==> src/rtl/fifo_uart_tx_if.sv <==
// fifo_uart_tx_if: read side of a byte FIFO
// master pops, slave presents the head byte
interface fifo_uart_tx_if;
  logic [7:0] fifo_dout;
  logic       fifo_empty;
  logic       fifo_read;

  modport master (
    input  fifo_dout,
    input  fifo_empty,
    output fifo_read
  );

  modport slave (
    output fifo_dout,
    output fifo_empty,
    input  fifo_read
  );
endinterface

==> src/rtl/fifo_uart_tx.sv <==
// fifo_uart_tx: drains a byte FIFO into UART frames
// start, 8 data LSB-first, optional parity, one stop
module fifo_uart_tx #(
  parameter int CLKS_PER_BIT = 16,
  parameter int PARITY       = 0
) (
  input  logic           clk,
  input  logic           rst_n,
  fifo_uart_tx_if.master fifo,
  input  logic           enable,
  output logic           txd,
  output logic           busy,
  output logic           tx_done
);
  localparam int CW =
    (CLKS_PER_BIT > 1) ? $clog2(CLKS_PER_BIT) : 1;
  localparam logic [CW-1:0] CMAX = CW'(CLKS_PER_BIT - 1);

  typedef enum logic [2:0] {
    IDLE, START, DATA, PAR, STOP
  } state_t;

  state_t        state;
  logic [CW-1:0] cnt;
  logic [2:0]    bidx;
  logic [7:0]    shreg;
  logic          par_bit;
  logic          bit_end;
  logic          can_go;
  logic          launch;

  assign bit_end = (cnt == CMAX);
  assign can_go  = enable & ~fifo.fifo_empty;

  // rst_n gate keeps the pop strobe quiet while held in reset
  always_comb begin
    launch = 1'b0;
    unique case (1'b1)
      state == IDLE: launch = can_go;
      state == STOP: launch = can_go & bit_end;
      default:       launch = 1'b0;
    endcase
    launch = launch & rst_n;
  end

  assign fifo.fifo_read = launch;

  always_ff @(posedge clk or negedge rst_n) begin
    if (!rst_n) begin
      state   <= IDLE;
      cnt     <= '0;
      bidx    <= '0;
      shreg   <= '0;
      par_bit <= 1'b0;
      txd     <= 1'b1;
      busy    <= 1'b0;
      tx_done <= 1'b0;
    end else begin
      // done lands on the stop bit's final cycle
      tx_done <= (state == STOP) &&
                 (cnt == CMAX - 1'b1);
      if (launch) begin
        state   <= START;
        cnt     <= '0;
        shreg   <= fifo.fifo_dout;
        par_bit <= (PARITY == 2) ?
                   ~^fifo.fifo_dout :
                   ^fifo.fifo_dout;
        txd     <= 1'b0;
        busy    <= 1'b1;
      end else begin
        unique case (state)
          IDLE: begin
            cnt  <= '0;
            txd  <= 1'b1;
            busy <= 1'b0;
          end
          START: begin
            if (bit_end) begin
              state <= DATA;
              cnt   <= '0;
              bidx  <= '0;
              txd   <= shreg[0];
            end else begin
              cnt <= cnt + 1'b1;
            end
          end
          DATA: begin
            if (bit_end) begin
              cnt <= '0;
              if (bidx == 3'd7) begin
                if (PARITY != 0) begin
                  state <= PAR;
                  txd   <= par_bit;
                end else begin
                  state <= STOP;
                  txd   <= 1'b1;
                end
              end else begin
                bidx  <= bidx + 3'd1;
                shreg <= shreg >> 1;
                txd   <= shreg[1];
              end
            end else begin
              cnt <= cnt + 1'b1;
            end
          end
          PAR: begin
            if (bit_end) begin
              state <= STOP;
              cnt   <= '0;
              txd   <= 1'b1;
            end else begin
              cnt <= cnt + 1'b1;
            end
          end
          STOP: begin
            txd <= 1'b1;
            if (bit_end) begin
              state <= IDLE;
              cnt   <= '0;
              busy  <= 1'b0;
            end else begin
              cnt <= cnt + 1'b1;
            end
          end
        endcase
      end
    end
  end
endmodule

==> src/flat_wrapper.sv <==
// flat-port wrapper written by rule: the top's interface ports become plain ports
module fifo_uart_tx_flat 
#(
  parameter int CLKS_PER_BIT = 16,
  parameter int PARITY       = 0
)
  (clk, rst_n, enable, txd, busy, tx_done, fifo_fifo_dout, fifo_fifo_empty, fifo_fifo_read);
  fifo_uart_tx_if fifo_i ();
  input  logic clk;
  input  logic rst_n;
  input  logic enable;
  output logic txd;
  output logic busy;
  output logic tx_done;
  input wire logic [$bits(fifo_i.fifo_dout)-1:0] fifo_fifo_dout;
  input wire logic [$bits(fifo_i.fifo_empty)-1:0] fifo_fifo_empty;
  output wire logic [$bits(fifo_i.fifo_read)-1:0] fifo_fifo_read;
  assign fifo_i.fifo_dout = fifo_fifo_dout;
  assign fifo_i.fifo_empty = fifo_fifo_empty;
  assign fifo_fifo_read = fifo_i.fifo_read;
  fifo_uart_tx #(.CLKS_PER_BIT(CLKS_PER_BIT), .PARITY(PARITY)) u_core (.clk(clk), .rst_n(rst_n), .fifo(fifo_i), .enable(enable), .txd(txd), .busy(busy), .tx_done(tx_done));
endmodule
==> config.mk <==
export PLATFORM = sky130hd
export DESIGN_NAME = fifo_uart_tx_flat
export DESIGN_NICKNAME = d
export VERILOG_FILES = /design/src/rtl/fifo_uart_tx_if.sv /design/src/rtl/fifo_uart_tx.sv /design/src/flat_wrapper.sv
export SDC_FILE = /design/constraint.sdc
export NUM_CORES = 1
export LEC_CHECK = 0
export ABC_CLOCK_PERIOD_IN_PS = 2300
export CORE_UTILIZATION = 50
export CTS_BUF_LIST = sky130_fd_sc_hd__clkbuf_8
export CTS_CLUSTER_DIAMETER = 30
export CTS_CLUSTER_SIZE = 20
export DETAILED_ROUTE_END_ITERATION = 8
export DONT_BUFFER_PORTS = 1
export PLACE_DENSITY = 0.62
export SYNTH_ARGS = -nofsm -noshare
export SYNTH_HDL_FRONTEND = slang
export SYNTH_SLANG_ARGS = --single-unit
==> constraint.sdc <==
create_clock -name clk -period 2.3 [get_ports clk]
set_input_delay 0.46 -clock clk [delete_from_list [all_inputs] [get_ports clk]]
set_output_delay 0.46 -clock clk [all_outputs]
set_load 0.02 [all_outputs]
==> results.md, run 1 <==
* Sw Share at 0.3864
* Period utilization at 0.9420
* DIE HEIGHT at approximately 50 microns
* I/O Buffers at 0
* Largest net degree at the start of global routing at 21
* Combinational power share at 0.347
* Syn nets at ~130
* Worst EP required at about 1.8 ns
* P_leak at between 0.0005 and 0.0006 uW
* Crit. Startpoint: u_core.state[1]$_DFFE_PN0P_
* Syn-to-layout area delta at 9.051%
* Number of antenna diodes at 0
* Number of library cell types mapped by synthesis at 36
* # Max-Cap Violations at 0
* Syn Inst Count at roughly 120
* Sequential cell area fraction in the yosys report at 0.4647
* Site Rows at 16
* RSZ-0062 raised after global routing: false
* Synth warn at 0
* Layout cell share with drive strength beyond 1 at 0.1261
* Average via count per standard cell at 6.418
* Clock Power Share at 0.186
* Hpwl dp at ~1.7 mm
* Number of CTS-inserted buffers at 3
* Clock root buffer master: clkbuf_8
* First drt pass iteration count at 4
* Fin. Hold Viols at 0
* CTS Sinks at 21
* DRC violations left at 0
* Critical path class: flop to output pin
* Max Freq at between 400 and 500 MHz
* CTS tree: done
* Crit-path max FO at 3
* Final setup viols at 0
* Share of Yosys cell area claimed by the top area cell type at 0.4415
* Internal power at approximately 850 uW
* Gr usage total at 0.2382
* Vias at 937
* Global-route wire length before repair at 4.416 mm
* Worst r2r src: u_core.bidx[0]$_DFFE_PN0P_
* Count of final max-slew check failures at 0
* Max IR drop VDD at between 0.5 and 0.6 mV
* WP data arrival at ~1.7 ns
* Clock Skew at ~0.0044 ns
* Top_reg_cell synth: dfrtp_1
* Reg2reg end: u_core.shreg[0]$_DFFE_PN0P_
* Nets at between 100 and 150
* Setup TNS at 0 ns
* Worst-Skew Late Latency at around 0.27 ns
* Synth Cell Area at around 1100 sq um
* Outcome: completed
* Total wire length at ~2.6 mm
* Async set or reset register ratio after synthesis at 1.000
* Psw at around 540 uW
* Initial antenna violation count at 0
* Synthesized area per cell at about 10 sq um
* H-tree depth at 1
* Post-synth EDFFs at 0
* Sequential share of power at 0.467
* Core area at between 2000 and 2500 sq um
* Pwr Total at roughly 1400 uW
* GP Congestion at 0.7402
* Vias in the first global route at about 900
* Worst-Margin Slew at ~0.95 ns
* ANT nets after route at 0
* Worst setup SP type: flop
* Die X at a little under 50 microns
* Tmin final at 2.167 ns
* Cells after DPL at approximately 140
* Die area at 2462 sq um
* Grt ovf at 0
* Post-CTS setup buffer count at 0
* PwrDens at between 1000 and 1500 nW/um^2
* CP Capture Type: output pin
* Commonest cells in the netlist: 20 x dfrtp_1, 10 x o21ai_0, 9 x a31oi_1, 9 x nand3_1
* Hold_ws at roughly 0.025 ns
* Filler Cell Count at roughly 180
* Rel. slew slack at 0.3652
* Reg2Reg Setup Slack at ~0.42 ns
* Largest cells by area after synthesis: dfrtp_1 44%, a2111oi_0 5.4%, a31oi_1 5.0%
* DRT iter0 DRCs at 34
* Synthesized flop and latch total at 21
* Worst R2R Path Depth at 5
* Clock Path Buffers at 2
* Min-delay worst type: input port to async pin
* Wire length per cell at roughly 18 microns
* Ports at 16
* Most numerous cell in the Yosys netlist: dfrtp_1
* Finished Layout Cells at around 150
* Biggest area consumer among synthesized cells: dfrtp_1
* Initial core utilization at 0.5551
* Clk slew on worst S/H paths at 0.08 ns
* Post-CTS sizing at 0
routing by layer:
layer	share of wire	routed length (microns)	global-route usage	up-vias
li1	-	-	-	449
met1	0.47	1219	0.3366	456
met2	0.48	1230	0.3851	30
met3	0.045	116	0.04012	2
met4	0.0073	19	0.04286	0
met5	0	0	0	-
power groups by stage:
stage	registers, uW	clock network, uW	logic [uW]
2_1_floorplan	601	0	363
3_3_place_gp	645	0	456
3_5_place_dp	655	0	468
4_1_cts	647	258	482
5_1_grt	665	273	556
6_report	647	258	482
flip-flops by register name (all words and copies together) (netlist names):
name / cells
u_core.cnt: 4
u_core.bidx: 3
u_core.shreg: 8
u_core.busy: 1
u_core.txd: 1
u_core.state: 3
u_core.tx_done: 1
worst max-delay path, cell delays in order (launching register included):
cell     delay (ns)
dfrtp_1        0.39
or4b_1         0.55
a211o_1        0.30
inv_1          0.20
layout make-up:
cell class                 instances  area (sq um)  area share
clock buffer                       3         41.29     0.03340
inverter                           7         26.28     0.02125
sequential                        21         526.8      0.4261
timing repair buffer               8         62.56     0.05061
multi-input combinational         79         538.0      0.4352
tap                               27         33.78     0.02733
clock inverter                     1         7.507    0.006073
layout by cell type, fill, tap and decap left out:
master | Yosys | routed
a2111oi_0 | 7 | 7
a211o_1 | 1 | 1
a21boi_0 | 1 | 1
a21o_1 | 1 | 1
a21oi_1 | 4 | 4
a31oi_1 | 9 | 9
a32oi_1 | 2 | 2
and3_1 | 1 | 1
and4b_1 | 1 | 1
buf_4 | 0 | 7
clkbuf_8 | 0 | 3
clkinvlp_4 | 0 | 1
dfrtp_1 | 20 | 20
dfstp_2 | 1 | 1
dlygate4sd3_1 | 0 | 1
ha_1 | 4 | 4
inv_1 | 7 | 7
mux2i_1 | 1 | 1
nand2_1 | 3 | 3
nand2b_1 | 1 | 1
nand3_1 | 9 | 9
nand4_1 | 1 | 1
nand4b_1 | 1 | 1
nor2_1 | 2 | 2
nor2b_1 | 2 | 2
nor3_1 | 5 | 5
nor3b_1 | 1 | 1
nor4_1 | 1 | 1
o21ai_0 | 10 | 10
o2bb2ai_1 | 3 | 3
o41ai_1 | 1 | 1
or2_2 | 1 | 1
or3b_2 | 1 | 1
or4b_1 | 1 | 1
or4b_2 | 1 | 1
xnor2_1 | 1 | 1
xor2_1 | 2 | 2
what timing repair did:
| item | CTS | global route |
|---|---|---|
| hold buffers | 1 | 0 |
| hold endpoints to repair | 20 | 0 |
| endpoints found under the setup margin | 0 | 0 |
worst max path at each step:
stage                     cells past startpoint             end
final                                         3  fifo_fifo_read
after global routing                          3  fifo_fifo_read
after CTS                                     3  fifo_fifo_read
after detailed placement                      3  fifo_fifo_read
after global placement                        3  fifo_fifo_read
after floorplan                               4  fifo_fifo_read
through the flow:
| step | utilization | setup slack [ns] | cell area [sq um] |
|---|---|---|---|
| 2_1_floorplan | - | 0.2629 | 1134 |
| 3_5_place_dp | 0.5766 | 0.3230 | 1177 |
| 3_3_place_gp | 0.5766 | 0.3152 | 1177 |
| 4_1_cts | 0.6054 | 0.1253 | 1236 |
| 6_report | 0.6054 | 0.1334 | 1236 |
| 5_1_grt | 0.6054 | 0.06811 | 1236 |
cell families (layout without fill, tap and decap cells):
kind of cell,count (synthesis),count (layout),synth area share
muxes,1,1,0.008830
AOI/OAI and AO/OA,39,39,0.2329
adders and majority gates,4,4,0.04415
buffers and inverters,16,19,0.06071
DFF,21,21,0.4647
xor gates and xnor gates,3,3,0.02318
and+or+nand+nor,32,32,0.1656
Power figures use the tool's default switching activity.
==> run 2, diff against run 1 <==
- ABC_AREA: default -> 1
==> run 2 against run 1 <==
Maximum frequency rose by 4.6%. Largest cell class is now flip-flops and latches. Critical path type unchanged. Synthesized area is 3.3% lower. Worst hold slack improved by 0.0048 ns. Critical endpoint unchanged.
==> results.md, run 2 <==
* Wire length per cell at roughly 13 microns
* ANT nets after route at 0
* DRC violations left at 0
* Grt ovf at 0
* Worst-Margin Slew at between 0.8 and 0.9 ns
* Final setup viols at 0
* Synth Cell Area at ~1100 sq um
* Top_reg_cell synth: dfrtp_1
* Syn nets at 149
* Initial antenna violation count at 0
* PwrDens at between 500 and 600 nW/um^2
* Post-CTS setup buffer count at 0
* I/O Buffers at 0
* Crit-path max FO at 19
* Commonest cells in the netlist: 37 x nand2_1, 26 x nand3_1, 20 x dfrtp_1
* Hpwl dp at roughly 1.6 mm
* P_leak at 0.0006050 uW
* Worst R2R Path Depth at 7
* DRT iter0 DRCs at 29
* Crit. Startpoint: u_core.cnt[0]$_DFF_PN0_
* Sequential cell area fraction in the yosys report at 0.4806
* Synthesized area per cell at roughly 8.2 sq um
* Most flops, register: u_core.shreg
* GP Congestion at 0.8731
* Sw Share at 0.2040
* # Max-Cap Violations at 0
* Worst-Skew Late Latency at roughly 0.26 ns
* Syn Inst Count at 133
* Clock Power Share at 0.385
* Clock Path Buffers at 2
* Core area at between 2000 and 2500 sq um
* CP Capture Type: output pin
* Vias at 870
* Layout cell share with drive strength beyond 1 at 0.1103
* Largest cells by area after synthesis: dfrtp_1 46%, nand2_1 13%, nand3_1 12%
* Async set or reset register ratio after synthesis at 1.000
* CTS tree: done
* Max Freq at ~480 MHz
* Combinational power share at 0.015
* Max IR drop VDD at 0.3095 mV
* Most numerous cell in the Yosys netlist: nand2_1
* CTS Sinks at 21
* Largest net degree at the start of global routing at 21
* Max reg flops at 8
* Psw at between 100 and 150 uW
* Ports at 16
* Internal power at 490.0 uW
* Die X at just under 50 microns
* Worst EP required at 1.84 ns
* Filler Cell Count at around 190
* Nets at between 150 and 200
* Count of final max-slew check failures at 0
* Number of library cell types mapped by synthesis at 23
* Outcome: completed
* Number of CTS-inserted buffers at 3
* Reg2reg end: u_core.shreg[2]$_DFFE_PN0P_
* Period utilization at 0.9004
* Initial core utilization at 0.5475
* Clock root buffer master: clkbuf_8
* DIE HEIGHT at between 40 and 50 microns
* Synthesized flop and latch total at 21
* Hold_ws at 0.02982 ns
* Site Rows at 16
* Fin. Hold Viols at 0
* Clk slew on worst S/H paths at approximately 0.080 ns
* First drt pass iteration count at 4
* Clock Skew at 0.007435 ns
* Sequential share of power at 0.599
* Worst setup SP type: flop
* Critical path class: flop to output pin
* Post-synth EDFFs at 0
* Min-delay worst type: input port to async pin
* Global-route wire length before repair at about 3.7 mm
* WP data arrival at approximately 1.6 ns
* Most frequent cells in the layout: 37 x nand2_1, 26 x nand3_1, 20 x dfrtp_1
* Reg2Reg Setup Slack at approximately 0.58 ns
* Share of Yosys cell area claimed by the top area cell type at 0.4566
* Die area at around 2400 sq um
* Worst r2r src: u_core.bidx[0]$_DFFE_PN0P_
* Vias in the first global route at 872
* H-tree depth at 1
* Syn-to-layout area delta at 6.393%
* Number of antenna diodes at 0
* Most common cell after layout, fill and taps aside: nand2_1
* Gr usage total at 0.2000
* Biggest area consumer among synthesized cells: dfrtp_1
* Largest regs: u_core.shreg (8), u_core.cnt (4)
* Total wire length at around 2.1 mm
* RSZ-0062 raised after global routing: false
* Tmin final at between 2 and 2.5 ns
* Core Util, Final at 0.5825
* Setup TNS at 0 ns
* Rel. slew slack at 0.4189
* Average via count per standard cell at 5.337
* Synth warn at 0
[run 2: worst max path at each step]
stage | to | slack, ns | cells after the start
after CTS | fifo_fifo_read | 0.24 | 7
after global routing | fifo_fifo_read | 0.10 | 7
final | fifo_fifo_read | 0.23 | 7
after global placement | fifo_fifo_read | 0.58 | 7
after floorplan | fifo_fifo_read | 0.71 | 7
after detailed placement | fifo_fifo_read | 0.54 | 7
[run 2: power by group through the flow]
stage	logic, uW	clock network [uW]	registers, uW
6_report	9.39	237	369
5_1_grt	11.4	258	369
4_1_cts	10.1	243	369
3_5_place_dp	1.94	0	376
3_3_place_gp	1.86	0	376
2_1_floorplan	1.76	0	376
[run 2: through the flow]
stage | power [uW] | area (sq um) | setup slack [ns] | std cells
finish | 615.6 | 1166 | 0.2291 | 163
global route | 638.3 | 1166 | 0.1006 | 163
CTS | 621.6 | 1166 | 0.2389 | 163
detailed placement | 378.3 | 1111 | 0.5372 | 158
global placement | 378.2 | 1111 | 0.5844 | 158
floorplan | 378.1 | 1096 | 0.7143 | 133
[run 2: critical path, cell delays in order (launching register included)]
cell	delay [ns]
dfrtp_1	0.40
ha_1	0.23
nand2_2	0.10
nor2_4	0.05
inv_2	0.08
nand2_2	0.08
nand2_4	0.20
clkinv_2	0.21
[run 2: cell type report]
class | count | area [sq um] | share of cell area
Sequential cell | 21 | 526.8 | 0.4517
Timing Repair Buffer | 1 | 10.01 | 0.008584
Inverter | 14 | 53.80 | 0.04614
Clock inverter | 1 | 3.754 | 0.003219
Multi-Input combinational cell | 96 | 496.7 | 0.4260
Tap cell | 27 | 33.78 | 0.02897
Clock buffer | 3 | 41.29 | 0.03541
[run 2: repair_timing]
item	in CTS	in global routing
endpoints found under the hold margin	20	0
resized for setup	0	0
hold buffers	1	0
[run 2: layer usage]
metal | part of all wire | vias to the layer above | global-route usage | routed length (microns)
met2 | 0.47 | 18 | 0.3148 | 987
met5 | 0 | - | 0 | 0
li1 | - | 438 | - | -
met4 | 0.017 | 0 | 0.08824 | 36
met3 | 0.040 | 5 | 0.05296 | 83
met1 | 0.47 | 409 | 0.2587 | 981
[run 2: cells by family after synthesis]
logic type	count (synthesis)	share of synthesized area
fa+ha+maj	4	0.04566
flops	21	0.4806
buf+inv	16	0.06620
compound gates	6	0.02739
simple gates	85	0.3721
xor+xnor	1	0.007992
